==> src/rtl/word_rotator_pkg.sv <==
// Shared character codes and message for the HEX character path.
// char_7seg decodes the same 2-bit codes defined here.
package word_rotator_pkg;

    localparam logic [1:0] CHAR_D     = 2'b00;
    localparam logic [1:0] CHAR_E     = 2'b01;
    localparam logic [1:0] CHAR_ONE   = 2'b10;
    localparam logic [1:0] CHAR_BLANK = 2'b11;

    // MESSAGE[i] is the i-th character of "d E 1 blank".
    localparam logic [3:0][1:0] MESSAGE = {CHAR_BLANK, CHAR_ONE, CHAR_E, CHAR_D};

    function automatic logic [1:0] mod4_add(input logic [1:0] a, input logic [1:0] b);
        return a + b;
    endfunction

endpackage

==> src/rtl/word_rotator_rate_divider.sv <==
// Free-running rate divider: one-cycle terminal pulse every TICK_DIV enabled cycles.
// Disabling or resetting clears the count so a restart always waits a full period.
module rate_divider
    import word_rotator_pkg::*;
#(
    parameter int TICK_DIV = 50000000
) (
    input  logic Clock,
    input  logic Reset,
    input  logic Enable,
    output logic Terminal
);

    localparam int CNT_W = (TICK_DIV > 1) ? $clog2(TICK_DIV) : 1;
    localparam logic [CNT_W-1:0] LAST = CNT_W'(TICK_DIV - 1);

    logic [CNT_W-1:0] count;

    assign Terminal = Enable && (count == LAST);

    always_ff @(posedge Clock) begin
        if (Reset || !Enable || count == LAST) begin
            count <= '0;
        end else begin
            count <= count + CNT_W'(1);
        end
    end

endmodule

==> src/rtl/word_rotator.sv <==
// Scrolls "d E 1 blank" across HEX2..HEX0 by a timed or single-stepped rotation
// offset; the three character codes decode combinationally from that offset.
module word_rotator
    import word_rotator_pkg::*;
#(
    parameter int TICK_DIV = 50000000
) (
    input  logic       Clock,
    input  logic       Reset,
    input  logic       Enable,
    input  logic       Step,
    input  logic       Dir,
    input  logic       Load,
    input  logic [1:0] Offset_in,
    output logic [1:0] C2,
    output logic [1:0] C1,
    output logic [1:0] C0,
    output logic [1:0] Offset,
    output logic       Tick
);

    logic       term;
    logic       step_q;
    logic       step_edge;
    logic       advance;
    logic [1:0] offset_q;
    logic       tick_q;

    // A load restarts the timing period, so it clears the divider too.
    rate_divider #(.TICK_DIV(TICK_DIV)) u_div (
        .Clock    (Clock),
        .Reset    (Reset | Load),
        .Enable   (Enable),
        .Terminal (term)
    );

    assign step_edge = Step & ~step_q;
    assign advance   = Enable ? term : step_edge;

    always_ff @(posedge Clock) begin
        if (Reset) begin
            offset_q <= 2'd0;
            tick_q   <= 1'b0;
            step_q   <= 1'b0;
        end else begin
            step_q <= Step;
            if (Load) begin
                offset_q <= Offset_in;
                tick_q   <= 1'b0;
            end else begin
                tick_q <= advance;
                if (advance) begin
                    // Scrolling right is a step of -1, i.e. +3 modulo 4.
                    offset_q <= mod4_add(offset_q, Dir ? 2'd3 : 2'd1);
                end
            end
        end
    end

    assign Offset = offset_q;
    assign Tick   = tick_q;
    assign C2     = MESSAGE[offset_q];
    assign C1     = MESSAGE[mod4_add(offset_q, 2'd1)];
    assign C0     = MESSAGE[mod4_add(offset_q, 2'd2)];

endmodule

==> config.mk <==
export PLATFORM = sky130hd
export DESIGN_NAME = word_rotator
export DESIGN_NICKNAME = d
export VERILOG_FILES = /design/src/rtl/word_rotator_pkg.sv /design/src/rtl/word_rotator_rate_divider.sv /design/src/rtl/word_rotator.sv
export SDC_FILE = /design/constraint.sdc
export NUM_CORES = 1
export LEC_CHECK = 0
export CAP_MARGIN = 10
export CORE_ASPECT_RATIO = 0.5
export CORE_MARGIN = 10
export CORE_UTILIZATION = 54
export DETAILED_ROUTE_END_ITERATION = 6
export PLACE_DENSITY = 0.79
export SLEW_MARGIN = 20
export SYNTH_ARGS = -nofsm -noshare
export SYNTH_HDL_FRONTEND = slang
export SYNTH_SLANG_ARGS = --single-unit
==> constraint.sdc <==
create_clock -name Clock -period 1.7 [get_ports Clock]
set_input_delay 0.17 -clock Clock [delete_from_list [all_inputs] [get_ports Clock]]
set_output_delay 0.17 -clock Clock [all_outputs]
set_load 0.005 [all_outputs]
==> results of run 1 <==
[worst paths after layout]
path	endpoint	slack, ps	cells past startpoint
max reg2reg	Offset[0]$_SDFFE_PP0P_	100	6
max	Offset[0]$_SDFFE_PP0P_	100	6
min reg2reg	u_div.count[15]$_SDFF_PP0_	510	2
min	Offset[0]$_SDFFE_PP0P_	460	3
[through the flow]
step / hold slack, ps / std cells / setup slack [ps]
finish: 457.2 / 214 / 104.2
detailed placement: 502.4 / 208 / 51.50
CTS: 456.6 / 214 / 30.49
floorplan: 241.6 / 157 / 220.6
global placement: 487.3 / 208 / 108.3
global route: 456.6 / 214 / 16.10
[registers in the layout (all words and copies together), names as in the netlist]
name,count
step_q,1
Tick,1
Offset,2
u_div.count,26
[power groups by stage]
stage	sequential [W]	clock (W)	combinational (W)
final	0.000717	0.000554	0.000102
after CTS	0.000717	0.000559	0.000104
after floorplan	0.000732	0	0.0000450
after global placement	0.000731	0	0.000102
after global routing	0.000717	0.000602	0.000111
after detailed placement	0.000732	0	0.000103
[cell usage after synthesis]
| library cell | instances |
|---|---|
| dfxtp_1 | 30 |
| nor2_1 | 27 |
| xor2_1 | 18 |
| nand3_1 | 12 |
| nand2_1 | 9 |
| xnor2_1 | 9 |
| and4_1 | 4 |
| nand4_1 | 4 |
| and3_2 | 3 |
| buf_4 | 3 |
| buf_6 | 3 |
| inv_1 | 3 |
| and2_1 | 2 |
| clkbuf_1 | 2 |
| nand4_4 | 2 |
| nor2_2 | 2 |
| nor3_1 | 2 |
| nor4_1 | 2 |
| nor4b_1 | 2 |
| o21ai_0 | 2 |
| and3_1 | 1 |
| and3_4 | 1 |
| and4_2 | 1 |
| and4bb_2 | 1 |
| buf_2 | 1 |
| ha_1 | 1 |
| mux2i_1 | 1 |
| nand2b_4 | 1 |
| nand4b_1 | 1 |
| nor2b_1 | 1 |
| nor4_2 | 1 |
| o211ai_4 | 1 |
| o2bb2ai_1 | 1 |
| o31a_1 | 1 |
| or3_1 | 1 |
| or3b_2 | 1 |
[layer usage]
layer  track usage, %  part of all wire [%]
met1            13.25                    50
met2            18.12                    43
met3            3.841                   5.6
met4            4.516                   1.4
met5                0                     0
[kinds of logic (layout without fill, tap and decap cells)]
family	after synthesis	in the layout	share of synthesized area [%]
mux	1	1	0.6809
flops	30	30	40.85
simple gates	81	81	32.77
xor+xnor	27	27	16.09
fa+ha+maj	1	1	0.8509
buf+inv	12	32	5.446
compound gates	5	5	3.319
[tightest hold or removal path, cell delays in order]
cell and delay, ps:
clkdlybuf4s50_1 400, nand2_1 60, o2bb2ai_1 60
[timing repair]
item / in CTS / in global routing
resized for setup: 0 / 2
setup endpoints to repair: 0 / 15
hold endpoints to repair: 0 / 0
hold buffers: 0 / 0
[final cells by class]
class,instances,area share [%]
Inverter,3,0.6388
Multi-Input combinational cell,115,45.14
Sequential cell,30,34.14
Timing Repair Buffer,23,12.78
Tap cell,37,2.626
Clock buffer,6,4.684
==> impl_metrics.csv, run 1 <==
group,metric,value,unit
detailed_routing,via_per_inst,5.126,
critical_path,cp_cell_sequence,"and4_1 > buf_4 > nand2_1 > o31a_1 > xnor2_1 > o2bb2ai_1",
die,io_pins,17,
pwr,p_sw,0.0002872,W
global_route,grt_pass1_wl,4.954,mm
timing,tightest_slew,311.6,ps
synthesis,yosysTopAreaCellShare,40.85,%
detailed_routing,wire_per_inst,13.05,um
global_route,overflow,0,
timing,slew_headroom,79.04,%
critical_path,cp-startpoint,"u_div.count[12]$_SDFF_PP0_",
finish,area_growth,19.91,%
pwr,leakage,0.6406,nW
global_route,grt_antenna_before_repair,0,
critical_path,cp_slowest_stage_delay,390,ps
critical_path,start_kind,"flip-flop",
critical_path,critPathArrivalTime,1760,ps
die,die-area,0.005336,sq mm
critical_path,path_max_fanout,6,
timing,rsz0062_at_grt,"no",
cts,clk_latency,270,ps
timing,fin_crit,1596,ps
critical_path,slowest_stage,"dfxtp_1",
global_route,grt_pass1_vias,1125,
place,gp_congestion,0.8019,
cts,cts_setup_buffers,0,
cts,cts_tree,"done",
timing,max_freq,626.6,MHz
cts,cts.clk_slew.worst_paths,60,ps
synthesis,synth_cell_types,36,
detailed_routing,wl,2.792,mm
global_route,grt_usage,11.22,%
pwr,clkPwrFrac,40.4,%
critical_path,cp-end-kind,"flip-flop",
timing,post-route-period-util,93.87,%
die,num_rows,13,
flow_run,max-cap-violations,0,
detailed_routing,dr.pass1.iters,3,
worst_hold_path,hp-class,"primary input to flip-flop",
pwr,powerDensity,778.7,mW/mm^2
critical_path,path_buf_inv,1,
detailed_routing,first_iter_violations,48,
detailed_routing,drc_errors,0,
place,placed_cell_area,0.001673,sq mm
global_route,grt_max_degree,27,
pwr,share_comb_of_total_power,7.4,%
critical_path,reg2reg_from,"u_div.count[12]$_SDFF_PP0_",
timing,setup_violations,0,
finish,fin_area,0.001763,sq mm
worst_hold_path,hold_path_startpoint,"Offset_in[0]",
place,io_buffers,16,
finish,layout_commonest_cell,"dfxtp_1",
synthesis,syn_area,0.001470,sq mm
finish,diodes,0,
pwr,ir_drop,372.9,uV
cts,cts_root_buf,"clkbuf_8",
die,die_y,56.90,um
synthesis,syn-instance-count,157,
die,die_width,93.79,um
timing,fin_skew,2.437,ps
die,core-area,0.002603,sq mm
finish,n_fill_cell,214,
finish,multi_input_area,795.8,sq um
die,initial_core_util,56.49,%
synthesis,synth-seq-cells,30,
pwr,swShare,20.92,%
finish,seqCellArea,601.8,sq um
pwr,total_power,0.001373,W
run_status,outcome,"completed",
pwr,cell_internal_pwr,0.001086,W
timing,finalHoldViolCount,0,
detailed_routing,vias,1097,
timing,slew_violations,0,
synthesis,syn_avg_cell_area,9.364,sq um
finish,postLayoutCoreUtil,67.74,%
critical_path,critical_path_class,"flip-flop to flip-flop",
synthesis,syn_nets,166,
timing,tns,0,ps
place,dp_hpwl,2.045,mm
cts,cts_max_path_buffers,2,
synthesis,synth_warnings,0,
critical_path,required,1860,ps
cts,numCtsBuffers,5,
finish,final_layout_size_suffix_gt1_share,16.38,%
detailed_routing,ant_nets,0,
cts,htreeDepth,2,
pwr,seqPwrFrac,52.2,%
synthesis,synth_area_leaders,"dfxtp_1, xor2_1, nor2_1, xnor2_1, nand3_1",
finish,fin_nets,187,
critical_path,crit_family,"compound AO/OA/AOI/OAI gates",
finish,layout_common_cells,"dfxtp_1, nor2_1, xor2_1, clkdlybuf4s50_1, nand3_1",
synthesis,yosysTopAreaCell,"dfxtp_1",
cts,cts_sinks,30,
synthesis,yosysSeqAreaShare,40.85,%
No activity file was read; power rests on OpenSTA's default activity.
==> run 2: changes to the inputs <==
--- a/config.mk
+++ b/config.mk
@@ -5,12 +5,14 @@
 export SDC_FILE = /design/constraint.sdc
 export NUM_CORES = 1
 export LEC_CHECK = 0
+export ABC_CLOCK_PERIOD_IN_PS = 1700
 export CAP_MARGIN = 10
 export CORE_ASPECT_RATIO = 0.5
 export CORE_MARGIN = 10
 export CORE_UTILIZATION = 54
 export DETAILED_ROUTE_END_ITERATION = 6
 export PLACE_DENSITY = 0.79
+export RECOVER_POWER = 50
 export SLEW_MARGIN = 20
 export SYNTH_ARGS = -nofsm -noshare
 export SYNTH_HDL_FRONTEND = slang
==> impl_metrics.csv, run 2 (same netlist as run 1, synthesis figures left out) <==
group,metric,value,unit
run_status,outcome,"completed",
detailed_routing,wl,2.803,mm
detailed_routing,drc_errors,0,
die,num_rows,13,
detailed_routing,wire_per_inst,13.10,um
critical_path,rr_worst_depth,6,
finish,area_growth,19.32,%
cts,cts.repair.resized,0,
global_route,grt_antenna_before_repair,0,
critical_path,start_kind,"flip-flop",
die,die_y,56.90,um
cts,cts.hold.buffers_added,0,
detailed_routing,ant_nets,0,
place,gp_congestion,0.8019,
worst_hold_path,hp-class,"primary input to flip-flop",
detailed_routing,vias,1087,
detailed_routing,via_per_inst,5.079,
critical_path,cp_slowest_stage_delay,390,ps
pwr,ir_drop,372.9,uV
critical_path,required,1860,ps
die,die-area,0.005336,sq mm
critical_path,cp_cell_sequence,"and4_1 > buf_4 > nand2_1 > o31a_1 > xnor2_1 > o2bb2ai_1",
finish,n_fill_cell,217,
finish,layout.cells.non_filler,214,
cts,numCtsBuffers,5,
pwr,clkPwrFrac,40.5,%
place,dp_hpwl,2.045,mm
cts,clk_latency,270,ps
pwr,seqPwrFrac,52.6,%
global_route,grt_pass1_vias,1125,
finish,diodes,0,
critical_path,crit_family,"compound AO/OA/AOI/OAI gates",
critical_path,slowest_stage,"dfxtp_1",
pwr,share_comb_of_total_power,7.0,%
cts,cts.clk_slew.worst_paths,60,ps
pwr,cell_internal_pwr,0.001079,W
finish,multi_input_area,795.8,sq um
finish,regMostFlops,"u_div.count",
timing,fin_skew,1.866,ps
timing,slew_headroom,79.04,%
cts,cts_setup_buffers,0,
finish,fin_nets,187,
worst_hold_path,hold_depth,3,
detailed_routing,first_iter_violations,43,
critical_path,critical_path_class,"flip-flop to flip-flop",
cts,cts_tree,"done",
pwr,swShare,20.83,%
die,initial_core_util,56.49,%
detailed_routing,dr.pass1.iters,4,
global_route,grt_max_degree,27,
finish,largest_reg_flops,26,
timing,post-route-period-util,94.81,%
die,io_pins,17,
timing,slew_violations,0,
critical_path,rrSetupSlack,90,ps
global_route,grt_usage,11.22,%
finish,layout_common_cells,"dfxtp_1, nor2_1, xor2_1, nand3_1",
place,io_buffers,16,
global_route,grt_pass1_wl,4.954,mm
timing,tightest_slew,311.6,ps
timing,setup_violations,0,
die,core-area,0.002603,sq mm
global_route,overflow,0,
timing,max_freq,620.4,MHz
pwr,powerDensity,777.0,mW/mm^2
timing,finalHoldViolCount,0,
pwr,leakage,0.6456,nW
timing,fin_crit,1612,ps
cts,cts_sinks,30,
finish,seqCellArea,601.8,sq um
cts,cts_root_buf,"clkbuf_8",
cts,htreeDepth,2,
finish,layout_commonest_cell,"dfxtp_1",
pwr,p_sw,0.0002839,W
critical_path,path_buf_inv,1,
timing,tns,0,ps
cts,cts_max_path_buffers,2,
timing,rsz0062_at_grt,"no",
flow_run,max-cap-violations,0,
place,dp_cells,208,
critical_path,path_max_fanout,6,
critical_path,cp-end-kind,"flip-flop",
critical_path,cp.depth,6,
critical_path,critPathArrivalTime,1770,ps
die,die_width,93.79,um
finish,final_layout_size_suffix_gt1_share,16.38,%
run 2: final cells by class:
| cell class | count | share of cell area (%) |
|---|---|---|
| inverter | 3 | 0.6419 |
| sequential | 30 | 34.31 |
| timing repair buffer | 23 | 12.34 |
| multi-input combinational | 115 | 45.36 |
| tap | 37 | 2.639 |
| clock buffer | 6 | 4.708 |
run 2: final timing paths:
| check | startpoint | endpoint |
|---|---|---|
| worst min register to register | u_div.count[15]$_SDFF_PP0_ | u_div.count[15]$_SDFF_PP0_ |
| worst max-delay path | u_div.count[12]$_SDFF_PP0_ | Offset[0]$_SDFFE_PP0P_ |
| worst max register to register | u_div.count[12]$_SDFF_PP0_ | Offset[0]$_SDFFE_PP0P_ |
| worst min-delay path | Offset_in[0] | Offset[0]$_SDFFE_PP0P_ |
run 2: routing by layer:
layer	vias to the layer above	track usage [%]	routed length, um
met3	3	3.841	156
li1	573	-	-
met2	19	18.12	1232
met4	0	4.516	14
met1	492	13.25	1399
met5	-	0	0
run 2: stage by stage:
stage	power, W	util [%]	hold slack, ps	worst slack, ps	instance area, sq um
final	0.001363	67.40	452.1	88.23	1754
after global routing	0.001423	67.40	456.6	17.01	1754
after CTS	0.001379	67.45	456.6	30.49	1755
after detailed placement	0.0008346	64.28	502.4	51.50	1673
after global placement	0.0008335	64.28	487.3	108.3	1673
after floorplan	0.0007772	-	241.6	220.6	1470
run 2: worst register-to-register path, cell delays in order (launching register included):
cell and delay (ps):
dfxtp_1 390, and4_1 300, buf_4 190, nand2_1 60, o31a_1 290, xnor2_1 150
o2bb2ai_1 120
run 2: power groups by stage:
stage / sequential [W] / clock, W / combinational (W)
floorplan: 0.000732 / 0 / 0.0000450
global placement: 0.000731 / 0 / 0.000102
detailed placement: 0.000732 / 0 / 0.000103
CTS: 0.000717 / 0.000559 / 0.000104
global route: 0.000717 / 0.000602 / 0.000104
finish: 0.000716 / 0.000552 / 0.0000951
